## src/rtl/id_ex_reg.sv

```systemverilog
// ID/EX pipeline register with integrated load-use hazard detection, Hold and Flush.
// Optional build macro ID_EX_PERF_CNT_EN adds saturating stall/flush performance counters.
module id_ex_reg #(
  parameter int DATA_W   = 16,
  parameter int REG_AW   = 3,
  parameter int ALUOP_W  = 3,
  parameter bit ZERO_REG = 1'b1
) (
  input  logic               clk,
  input  logic               rst,
  input  logic               Hold,
  input  logic               Flush,
  input  logic               ID_Valid,
  input  logic               ID_RegDst,
  input  logic               ID_ALUSrc,
  input  logic               ID_MemRead,
  input  logic               ID_MemWrite,
  input  logic               ID_RegWrite,
  input  logic               ID_MemToReg,
  input  logic               ID_UsesRt,
  input  logic [ALUOP_W-1:0] ID_ALUOp,
  input  logic [REG_AW-1:0]  ID_Rs,
  input  logic [REG_AW-1:0]  ID_Rt,
  input  logic [REG_AW-1:0]  ID_Rd,
  input  logic [DATA_W-1:0]  ID_ReadData1,
  input  logic [DATA_W-1:0]  ID_ReadData2,
  input  logic [DATA_W-1:0]  ID_Imm,
  output logic               EX_Valid,
  output logic               EX_RegDst,
  output logic               EX_ALUSrc,
  output logic               EX_MemRead,
  output logic               EX_MemWrite,
  output logic               EX_RegWrite,
  output logic               EX_MemToReg,
  output logic [ALUOP_W-1:0] EX_ALUOp,
  output logic [REG_AW-1:0]  EX_Rs,
  output logic [REG_AW-1:0]  EX_Rt,
  output logic [REG_AW-1:0]  EX_Rd,
  output logic [DATA_W-1:0]  EX_ReadData1,
  output logic [DATA_W-1:0]  EX_ReadData2,
  output logic [DATA_W-1:0]  EX_Imm,
`ifdef ID_EX_PERF_CNT_EN
  output logic [15:0]        StallCount,
  output logic [15:0]        FlushCount,
`endif
  output logic               Stall
);

  localparam int CTRL_W = 6 + ALUOP_W;

  // ---------------------------------------------------------------------------
  // Load-use hazard detection (purely combinational on current EX and ID)
  // ---------------------------------------------------------------------------
  logic rsMatch;
  logic rtMatch;

  generate
    if (ZERO_REG) begin : g_zeroReg
      // Register 0 always reads zero, so a load "into" it can never be a source.
      assign rsMatch = (EX_Rt == ID_Rs) && (EX_Rt != '0);
      assign rtMatch = (EX_Rt == ID_Rt) && (EX_Rt != '0);
    end else begin : g_plainReg
      assign rsMatch = (EX_Rt == ID_Rs);
      assign rtMatch = (EX_Rt == ID_Rt);
    end
  endgenerate

  assign Stall = ID_Valid & EX_Valid & EX_MemRead & ~Flush &
                 (rsMatch | (ID_UsesRt & rtMatch));

  // ---------------------------------------------------------------------------
  // Update decision: bubble, freeze or load
  // ---------------------------------------------------------------------------
  logic loadBubble;
  logic loadId;

  assign loadBubble = Flush | (~Hold & Stall);
  assign loadId     = ~Flush & ~Hold & ~Stall;

  // ---------------------------------------------------------------------------
  // Valid and control fields
  // ---------------------------------------------------------------------------
  logic              validReg;
  logic              validNext;
  logic [CTRL_W-1:0] ctrlReg;
  logic [CTRL_W-1:0] ctrlNext;
  logic [CTRL_W-1:0] idCtrl;

  assign idCtrl = {ID_ALUOp, ID_MemToReg, ID_RegWrite, ID_MemWrite,
                   ID_MemRead, ID_ALUSrc, ID_RegDst};

  // ALUOp travels with the controls so an invalid slot carries no opcode either.
  always_comb begin
    validNext = validReg;
    ctrlNext  = ctrlReg;
    if (loadBubble) begin
      validNext = 1'b0;
      ctrlNext  = '0;
    end else if (loadId) begin
      validNext = ID_Valid;
      ctrlNext  = ID_Valid ? idCtrl : '0;
    end
  end

  always_ff @(posedge clk) begin
    if (rst) begin
      validReg <= 1'b0;
      ctrlReg  <= '0;
    end else begin
      validReg <= validNext;
      ctrlReg  <= ctrlNext;
    end
  end

  assign EX_Valid = validReg;
  assign {EX_ALUOp, EX_MemToReg, EX_RegWrite, EX_MemWrite,
          EX_MemRead, EX_ALUSrc, EX_RegDst} = ctrlReg;

  // ---------------------------------------------------------------------------
  // Register-number and operand lanes; these load even when ID_Valid is low
  // ---------------------------------------------------------------------------
  logic [REG_AW-1:0] idRegNum [3];
  logic [REG_AW-1:0] exRegNum [3];
  logic [DATA_W-1:0] idData   [3];
  logic [DATA_W-1:0] exData   [3];

  assign idRegNum[0] = ID_Rs;
  assign idRegNum[1] = ID_Rt;
  assign idRegNum[2] = ID_Rd;
  assign idData[0]   = ID_ReadData1;
  assign idData[1]   = ID_ReadData2;
  assign idData[2]   = ID_Imm;

  generate
    for (genvar gi = 0; gi < 3; gi++) begin : g_lane
      logic [REG_AW-1:0] regNumReg;
      logic [REG_AW-1:0] regNumNext;
      logic [DATA_W-1:0] dataReg;
      logic [DATA_W-1:0] dataNext;

      always_comb begin
        regNumNext = regNumReg;
        dataNext   = dataReg;
        if (loadBubble) begin
          regNumNext = '0;
          dataNext   = '0;
        end else if (loadId) begin
          regNumNext = idRegNum[gi];
          dataNext   = idData[gi];
        end
      end

      always_ff @(posedge clk) begin
        if (rst) begin
          regNumReg <= '0;
          dataReg   <= '0;
        end else begin
          regNumReg <= regNumNext;
          dataReg   <= dataNext;
        end
      end

      assign exRegNum[gi] = regNumReg;
      assign exData[gi]   = dataReg;
    end
  endgenerate

  assign EX_Rs        = exRegNum[0];
  assign EX_Rt        = exRegNum[1];
  assign EX_Rd        = exRegNum[2];
  assign EX_ReadData1 = exData[0];
  assign EX_ReadData2 = exData[1];
  assign EX_Imm       = exData[2];

`ifdef ID_EX_PERF_CNT_EN
  // ---------------------------------------------------------------------------
  // Saturating counters; Stall already excludes Flush, so the two never overlap
  // ---------------------------------------------------------------------------
  logic [15:0] stallCntReg;
  logic [15:0] stallCntNext;
  logic [15:0] flushCntReg;
  logic [15:0] flushCntNext;

  always_comb begin
    stallCntNext = stallCntReg;
    flushCntNext = flushCntReg;
    if (~Hold && Stall && (stallCntReg != 16'hFFFF)) begin
      stallCntNext = stallCntReg + 16'd1;
    end
    if (Flush && (flushCntReg != 16'hFFFF)) begin
      flushCntNext = flushCntReg + 16'd1;
    end
  end

  always_ff @(posedge clk) begin
    if (rst) begin
      stallCntReg <= '0;
      flushCntReg <= '0;
    end else begin
      stallCntReg <= stallCntNext;
      flushCntReg <= flushCntNext;
    end
  end

  assign StallCount = stallCntReg;
  assign FlushCount = flushCntReg;
`endif

endmodule

```

## config.mk

```make
export PLATFORM = sky130hd
export DESIGN_NAME = id_ex_reg
export DESIGN_NICKNAME = d
export VERILOG_FILES = /design/src/rtl/id_ex_reg.sv
export SDC_FILE = /design/constraint.sdc
export NUM_CORES = 1
export LEC_CHECK = 0
export BUFFER_PORTS_ARGS = -buffer_cell sky130_fd_sc_hd__buf_2
export CORE_UTILIZATION = 46
export CTS_BUF_LIST = sky130_fd_sc_hd__clkbuf_4 sky130_fd_sc_hd__clkbuf_8
export CTS_CLUSTER_DIAMETER = 120
export CTS_CLUSTER_SIZE = 24
export DETAILED_ROUTE_END_ITERATION = 6
export HOLD_SLACK_MARGIN = 0.15
export PLACE_DENSITY = 0.79
export SYNTH_ARGS = -nofsm -noshare
export SYNTH_HDL_FRONTEND = slang
export SYNTH_SLANG_ARGS = --single-unit
```

## constraint.sdc

```tcl
create_clock -name clk -period 2.04 [get_ports clk]
set_clock_uncertainty 0.2 [all_clocks]
set_input_delay 0.306 -clock clk [delete_from_list [all_inputs] [get_ports clk]]
set_output_delay 0.306 -clock clk [all_outputs]
set_load 0.05 [all_outputs]
```

==> flow_summary.json, run 1 <==
{
  "r2r_end": "EX_ReadData2[8]",
  "netlist_area_mm2": 0.00268,
  "synthArstFlopShare": 0,
  "numCtsBuffers": 9,
  "cp_max_fo": 5,
  "stdcell_count": 591,
  "die_h_um": 78.3,
  "clockRootBuffer": "clkbuf_8",
  "synth_seq_cells": 67,
  "worstMarginPinSlew_ns": 0.428,
  "synth_simple_gate_area_frac": 0.151,
  "grt_util_met1": 0.351,
  "synthDistinctLibCells": 23,
  "min_path_type": "primary input to register",
  "cts_tree": "yes",
  "final-hold-violation-count": 0,
  "diodes": 0,
  "status": "finished, final reports clean",
  "fin_crit_sh": 0.982,
  "cts.htree.levels": 3,
  "max_freq_ghz": 0.499,
  "grt_start_max_net_pins": 39,
  "cp-startpoint": "EX_Rt[1]",
  "drc": 0,
  "fill_cells": 409,
  "routedWlPerCell_um": 16.2,
  "yosys_warnings": 0,
  "relSlewSlack": 0.715,
  "synth.mux.area_fraction": 0,
  "yosysTopAreaCellShare": 0.500,
  "grtUsageMet3": 0.0570,
  "synth.area.top_cells": "dfxtp_1 50%, a21oi_1 12%, nand3_1 11%, o21ai_1 7.3%, o21ai_0 4.9%",
  "yosys.area_share.adder": 0,
  "synthCells": 321,
  "ys_top_cells_by_count": "67 x dfxtp_1, 66 x a21oi_1, 58 x nand3_1",
  "io-pin-count": 140,
  "dieWidth_um": 78.3,
  "worst_slack_ns": 0.0377,
  "io_buffers": 139,
  "syn_nets": 393,
  "routed_wirelength_um": 9600,
  "crit_path_start_kind": "register",
  "r2r_setup_slack_ns": 0.13,
  "r2r_start": "EX_Rt[0]",
  "syn2layout_area_growth_pct": 62.1,
  "drtIter0Drc": 248,
  "grtUsageTotal": 0.306,
  "dpl.hpwl_um": 4960,
  "maxSlewViolCount": 0,
  "crit_end": "Stall",
  "grt_pass1_vias": 3078,
  "placed_cells": 509,
  "crit_arrival_ns": 1.50,
  "synth_most_common_cell": "dfxtp_1",
  "gr-total-overflow": 0,
  "core.rowCount": 27,
  "synthXorXnorAreaFrac": 0.0196,
  "rr_worst_depth": 7,
  "clk_pin_slew_worst_paths_ns": 0.07,
  "rsz0062_at_grt": "true",
  "use_met2": 0.549,
  "fin_setup_tns_ns": 0,
  "crit_path_end_kind": "output port",
  "setup_viol": 0,
  "final_antenna_net_count": 0,
  "yosys.area.top_type": "dfxtp_1",
  "cts_buffer_depth": 2,
  "cts_sinks": 67,
  "nNetsFinal": 587,
  "synth-edff-count": 0,
  "yosysSeqAreaShare": 0.500,
  "die-area_mm2": 0.00614,
  "gp_congestion": 0.923,
  "cap_violations": 0,
  "grt_pass1_wl_um": 14700,
  "ys.flop_type": "dfxtp_1",
  "synth_top_family_by_area": "compound AO/OA/AOI/OAI gates",
  "drive_above_1_share": 0.345,
  "place_ws_ns": 0.143,
  "power.leakage_nw": 1.89,
  "core_mm2": 0.00557,
  "antenna_found_initial": 0,
  "synth_area_per_cell_um2": 8.35,
  "critPathKind": "register to output port",
  "hold-worst-slack_ns": 0.210,
  "num_vias": 3265,
  "top_usage_layer": "met2",
  "power_density_mw_per_mm2": 675,
  "worst-endpoint-required_ns": 1.53,
  "clock_insertion_delay_worst_skew_ns": 0.33,
  "finalCriticalPeriod_ns": 2.00,
  "firstDrtPassIters": 4,
  "start_util": 0.481,
  "synth-compound-area-share": 0.256,
  "viasPerCell": 5.52,
  "peakVddDrop_mv": 0.525
}
cell type report:
cell class	count	area, um^2	share of cell area
multi-input cells	217	1170	0.268
repair buffers	219	1540	0.354
flip-flops and latches	67	1350	0.310
well taps	72	90.1	0.0207
inverters	1	3.75	0.000864
clock buffers	13	166	0.0383
clock inverters	2	35.0	0.00806
sequential cells by signal (all words and copies together) (netlist names):
| name | flops |
|---|---|
| EX_Valid | 1 |
| EX_Imm | 16 |
| EX_Rd | 3 |
| ctrlReg | 9 |
| EX_ReadData1 | 16 |
| EX_Rs | 3 |
| EX_Rt | 3 |
| EX_ReadData2 | 16 |
metal layers:
layer,vias up,part of all wire
li1,1545,-
met2,170,0.53
met3,20,0.068
met5,-,0
met1,1530,0.38
met4,0,0.020
through the flow:
step | instance area (um^2) | utilization | power (mW)
floorplan | 2680 | - | 1.58
CTS | 4330 | 0.776 | 2.92
finish | 4340 | 0.779 | 2.93
global route | 4340 | 0.779 | 3.02
detailed placement | 3450 | 0.620 | 1.73
global placement | 3450 | 0.620 | 1.72
worst min path at each step:
stage                            to       from  cells past startpoint
after floorplan            EX_Rt[0]   ID_Rt[0]                      2
after global placement    EX_Imm[5]  EX_Imm[5]                      2
after detailed placement  EX_Imm[5]  EX_Imm[5]                      2
after CTS                  EX_Valid   ID_Valid                      4
after global routing       EX_Valid   ID_Valid                      4
final                      EX_Valid   ID_Valid                      4
cells in the final DEF, fill, tap and decap left out, drive strengths merged:
| cell | netlist | routed |
|---|---|---|
| a21oi | 66 | 66 |
| a31oi | 1 | 1 |
| and4 | 1 | 1 |
| buf | 16 | 153 |
| bufinv | 0 | 1 |
| clkbuf | 20 | 13 |
| clkinv | 0 | 1 |
| dfxtp | 67 | 67 |
| dlygate4sd3 | 0 | 66 |
| inv | 1 | 1 |
| nand2 | 3 | 3 |
| nand3 | 58 | 58 |
| nand4 | 8 | 8 |
| nand4b | 1 | 1 |
| nor2 | 3 | 3 |
| nor3 | 2 | 2 |
| o21ai | 67 | 67 |
| or2 | 1 | 1 |
| xnor2 | 3 | 3 |
| xor2 | 3 | 3 |
cell families after synthesis:
kind of cell / count (synthesis)
compound gates: 134
xor+xnor: 6
buf+inv: 37
flops: 67
simple gates: 77
critical path, cell delays in order, from the launching register on:
cell and delay [ns]:
dfxtp_2 0.35, xnor2_1 0.20, and4_4 0.26, o21ai_4 0.07, inv_2 0.13, buf_8 0.16
report_power, final:
group	total (mW)	internal [mW]	switching (mW)
sequential	1.35	1.34	0.0155
combinational	0.463	0.206	0.256
clock	1.12	0.651	0.469
repair_timing:
action,CTS,global route
hold endpoints to repair,66,0
pin swaps,2,0
hold buffers,66,0
gates resized for setup,1,4
endpoints found under the setup margin,1,2
setup buffers,1,0
Power figures use the tool's default switching activity.
==> run 2, diff against run 1 <==
Settings changed: ABC_AREA set to 1, CAP_MARGIN set to 20.
==> flow_summary.json, run 2 <==
{
  "status": "finished, final reports clean",
  "ff_latch_area_mm2": 0.00135,
  "relSlewSlack": 0.791,
  "setup_viol": 0,
  "core_mm2": 0.00554,
  "cts_sinks": 67,
  "postLayoutCellArea_mm2": 0.00428,
  "ys_top_cells_by_count": "92 x nand2_1, 70 x nand3_1, 67 x a21oi_1, 67 x dfxtp_1, 18 x inv_1",
  "top_usage_layer": "met2",
  "path_delay_family": "flip-flops",
  "core.rowCount": 27,
  "dieWidth_um": 78.3,
  "critPathMaxStageDelay_ns": 0.37,
  "fin_setup_tns_ns": 0,
  "ys.flop_type": "dfxtp_1",
  "synth_area_per_cell_um2": 7.54,
  "antenna_found_initial": 0,
  "power_density_mw_per_mm2": 673,
  "mostFrequentLayoutCells": "138 x buf_2, 91 x nand2_1, 70 x nand3_1",
  "fill_cells": 388,
  "synth_seq_cells": 67,
  "synth-edff-count": 0,
  "dpl.hpwl_um": 4940,
  "nNetsFinal": 624,
  "routedWlPerCell_um": 14.3,
  "drive_above_1_share": 0.320,
  "crit_path_start_kind": "register",
  "yosys_warnings": 0,
  "critPathKind": "register to output port",
  "die-area_mm2": 0.00613,
  "peakVddDrop_mv": 0.420,
  "io_buffers": 139,
  "rsz0062_at_grt": "false",
  "final-hold-violation-count": 0,
  "clockRootBuffer": "clkbuf_8",
  "crit_arrival_ns": 1.42,
  "yosysSeqAreaShare": 0.501,
  "multi_input_area_mm2": 0.00110,
  "synthCells": 355,
  "crit_buf_inv": 2,
  "crit_path_top_delay_cell": "dfxtp_4",
  "yosysTopAreaCellShare": 0.501,
  "diodes": 0,
  "grtUsageTotal": 0.288,
  "syn_nets": 427,
  "cts.htree.levels": 3,
  "worst-endpoint-required_ns": 1.53,
  "numCtsBuffers": 9,
  "synthDistinctLibCells": 15,
  "netlist_area_mm2": 0.00268,
  "gp_congestion": 0.737,
  "final_core_util": 0.772,
  "grt_pass1_vias": 3024,
  "synth.area.top_cells": "dfxtp_1 50%, nand3_1 13%, nand2_1 13%, a21oi_1 13%, inv_1 2.5%",
  "postCtsSetupRepairBufs": 0,
  "clock_insertion_delay_worst_skew_ns": 0.34,
  "stdcell_count": 628,
  "final_antenna_net_count": 0,
  "synth_most_common_cell": "nand2_1",
  "min_path_type": "primary input to register",
  "placed_cells": 548,
  "maxSlewViolCount": 0,
  "clk_pin_slew_worst_paths_ns": 0.06,
  "grtUsageMet3": 0.0884,
  "yosys.area.top_type": "dfxtp_1",
  "final_common_cell": "buf_2",
  "syn2layout_area_growth_pct": 59.7,
  "start_util": 0.483,
  "crit_path_end_kind": "output port",
  "viasPerCell": 5.10,
  "grt_start_max_net_pins": 40,
  "finalCriticalPeriod_ns": 1.92,
  "drtIter0Drc": 145,
  "num_vias": 3200,
  "firstDrtPassIters": 4,
  "max_freq_ghz": 0.521,
  "grt_pass1_wl_um": 14000,
  "drc": 0,
  "worstMarginPinSlew_ns": 0.314,
  "cts_tree": "yes",
  "worstPathCellList": "xnor2_1 > nand3_1 > nand2_2 > nand2_2 > inv_2 > buf_6",
  "cap_violations": 0,
  "power.leakage_nw": 2.00,
  "grt_util_met1": 0.330,
  "worst_path_most_repeated_cell": "nand2_2",
  "routed_wirelength_um": 8950,
  "fin_crit_sh": 0.942,
  "cts_buffer_depth": 2,
  "die_h_um": 78.3,
  "gr-total-overflow": 0,
  "placed_cell_area_mm2": 0.00343,
  "use_met2": 0.514,
  "synthArstFlopShare": 0,
  "io-pin-count": 140,
  "cp_max_fo": 6
}
[run 2: changes by cell type after synthesis, sizes merged, moves of 2 or more]
cell	previous run	this run
xnor2	3	1
nand4	8	0
xor2	3	0
clkbuf	20	10
inv	1	19
nand2	3	95
o21ai	67	0
nor2	3	5
buf	16	19
nand3	58	70
[run 2: path summary, 6_finish.rpt]
| kind | from | to | cells after the start | slack [ns] |
|---|---|---|---|---|
| setup / recovery | EX_Rt[2] | Stall | 6 | 0.12 |
| hold / removal | ID_ALUOp[0] | ctrlReg[6] | 5 | 0.16 |
| setup reg to reg | EX_Rt[2] | EX_ReadData1[1] | 8 | 0.20 |
| hold reg to reg | EX_Imm[5] | EX_Imm[5] | 2 | 0.26 |
[run 2: through the flow]
stage	hold slack (ns)	power, mW	worst slack [ns]
finish	0.162	2.88	0.119
floorplan	0.262	1.61	0.0715
CTS	0.161	2.88	0.0551
global route	0.191	2.99	0.00265
global placement	0.246	1.73	0.331
detailed placement	0.249	1.74	0.220
[run 2: cell type report]
cell class,count,share of cell area
Timing Repair Buffer,215,0.344
Sequential cell,67,0.316
Multi-Input combinational cell,240,0.258
Clock buffer,12,0.0342
Tap cell,72,0.0211
Inverter,19,0.0167
Clock inverter,3,0.00936
[run 2: power by group]
| part | switching [mW] | total [mW] | leakage (nW) | internal, mW |
|---|---|---|---|---|
| registers | 0.0157 | 1.35 | 0.546 | 1.33 |
| clock network | 0.469 | 1.06 | 0.100 | 0.595 |
| logic | 0.259 | 0.466 | 1.35 | 0.207 |
| total | 0.744 | 2.88 | 2.00 | 2.14 |
[run 2: cell families after synthesis]
family                    count (synthesis)  share of synthesized area
buffers and inverters                    48                     0.0907
xor gates and xnor gates                  1                    0.00327
and+or+nand+nor                         172                      0.280
DFF                                      67                      0.501
AOI/OAI and AO/OA                        67                      0.125
[run 2: worst min-delay path, delay by kind of cell]
kind | cells | cell delay (ns)
buffers and inverters | 2 | 0.14
AO/OA/AOI/OAI | 1 | 0.07
AND/OR/NAND/NOR | 2 | 0.13
[run 2: repair_timing]
action                                  CTS  global route
endpoints found under the setup margin    1             1
hold endpoints to repair                 65             0
hold buffers                             65             0
gates resized for setup                   1             4
[run 2: layer usage]
layer,part of all wire,wire (um)
met4,0.010,91
met3,0.086,773
met5,0,0
met1,0.40,3580
met2,0.50,4500
==> run 3, diff against run 2 <==
Settings changed: CELL_PAD_IN_SITES_DETAIL_PLACEMENT set to 0, CELL_PAD_IN_SITES_GLOBAL_PLACEMENT set to 1, CORE_UTILIZATION 46 to 32, PLACE_DENSITY 0.79 to 0.81.
==> flow_summary.json, run 3 (synthesized netlist as in run 2, its figures left out) <==
{
  "status": "finished, final reports clean",
  "drive_above_1_share": 0.315,
  "start_util": 0.339,
  "holdPathStages": 4,
  "diodes": 0,
  "crit_path_start_kind": "register",
  "grtUsageTotal": 0.192,
  "io-pin-count": 140,
  "fin_setup_tns_ns": 0,
  "dieWidth_um": 93.5,
  "cts_sinks": 67,
  "stdcell_count": 657,
  "cts.htree.levels": 3,
  "cap_violations": 0,
  "num_vias": 3050,
  "die_h_um": 93.5,
  "hold-worst-slack_ns": 0.220,
  "rr_worst_depth": 9,
  "peakVddDrop_mv": 0.326,
  "drtIter0Drc": 78,
  "crit_path_end_kind": "output port",
  "min_path_type": "primary input to register",
  "firstDrtPassIters": 4,
  "finalCriticalPeriod_ns": 1.92,
  "clock_insertion_delay_worst_skew_ns": 0.33,
  "core_mm2": 0.00789,
  "grt_pass1_vias": 2977,
  "final_antenna_net_count": 0,
  "fin_crit_sh": 0.940,
  "gp_congestion": 0.724,
  "viasPerCell": 4.64,
  "grt_start_max_net_pins": 68,
  "final_core_util": 0.552,
  "max_freq_ghz": 0.522,
  "dpl.hpwl_um": 4930,
  "clockRootBuffer": "clkbuf_8",
  "place_ws_ns": 0.303,
  "rsz0062_at_grt": "false",
  "final_common_cell": "buf_2",
  "antenna_found_initial": 0,
  "power.leakage_nw": 2.01,
  "cp_max_fo": 6,
  "power_density_mw_per_mm2": 693,
  "worstMarginPinSlew_ns": 0.298,
  "mostFrequentLayoutCells": "138 x buf_2, 91 x nand2_1, 70 x nand3_1",
  "routed_wirelength_um": 8270,
  "die-area_mm2": 0.00873,
  "nNetsFinal": 622,
  "clk_pin_slew_worst_paths_ns": 0.07,
  "final-hold-violation-count": 0,
  "routedWlPerCell_um": 12.6,
  "crit_arrival_ns": 1.41,
  "core.rowCount": 32,
  "grt_pass1_wl_um": 13200,
  "fill_cells": 744,
  "gr-total-overflow": 0,
  "cts_buffer_depth": 2,
  "worst-endpoint-required_ns": 1.53,
  "placed_cells": 575,
  "worst_slack_ns": 0.123,
  "maxSlewViolCount": 0,
  "io_buffers": 139,
  "critPathKind": "register to output port",
  "drc": 0,
  "cts_tree": "yes",
  "numCtsBuffers": 9,
  "relSlewSlack": 0.801,
  "syn2layout_area_growth_pct": 62.7,
  "setup_viol": 0
}
run 3: path summary, 6_finish.rpt:
| path | startpoint | end | slack (ns) |
|---|---|---|---|
| hold / removal | ID_Valid | EX_Valid | 0.22 |
| setup / recovery | EX_Rt[1] | Stall | 0.12 |
| hold reg to reg | EX_Imm[15] | EX_Imm[15] | 0.26 |
| setup reg to reg | EX_Rt[0] | EX_ReadData2[6] | 0.33 |
run 3: stage by stage:
step                instance area [um^2]  total power [mW]
detailed placement                  3470              1.74
global placement                    3470              1.74
finish                              4360              3.02
floorplan                           2680              1.61
CTS                                 4350              3.06
global route                        4360              3.15
run 3: repair_timing:
item | in CTS | in global routing
endpoints found under the hold margin | 66 | 0
buffers inserted | 0 | 0
hold buffers | 66 | 0
cloned | 0 | 0
pin swaps | 0 | 0
setup endpoints to repair | 1 | 1
resized for setup | 1 | 3
run 3: layout make-up:
type	count	area [um^2]	area share
Timing Repair Buffer	213	1490	0.341
Sequential cell	67	1350	0.311
Multi-Input combinational cell	240	1100	0.253
Clock buffer	11	139	0.0319
Tap cell	102	128	0.0293
Clock inverter	5	77.6	0.0178
Inverter	19	71.3	0.0164
run 3: metal layers:
metal / track usage / up-vias / wire length (um)
li1: - / 1556 / -
met4: 0.0731 / 0 / 97
met5: 0 / - / 0
met1: 0.230 / 1374 / 3780
met3: 0.0634 / 9 / 627
met2: 0.316 / 111 / 3770
run 3: report_power, final:
group / internal, mW / leakage, nW / switching (mW)
clock: 0.712 / 0.110 / 0.501
sequential: 1.33 / 0.546 / 0.0152
combinational: 0.208 / 1.36 / 0.251
total: 2.25 / 2.01 / 0.768
run 3: critical path, stage by stage (launching register included):
cell	delay [ns]
dfxtp_4	0.37
inv_1	0.05
nand2_1	0.05
nand2_1	0.05
nor2_1	0.07
nand2_1	0.06
nand2_2	0.07
nand2_2	0.09
inv_1	0.10
buf_6	0.16
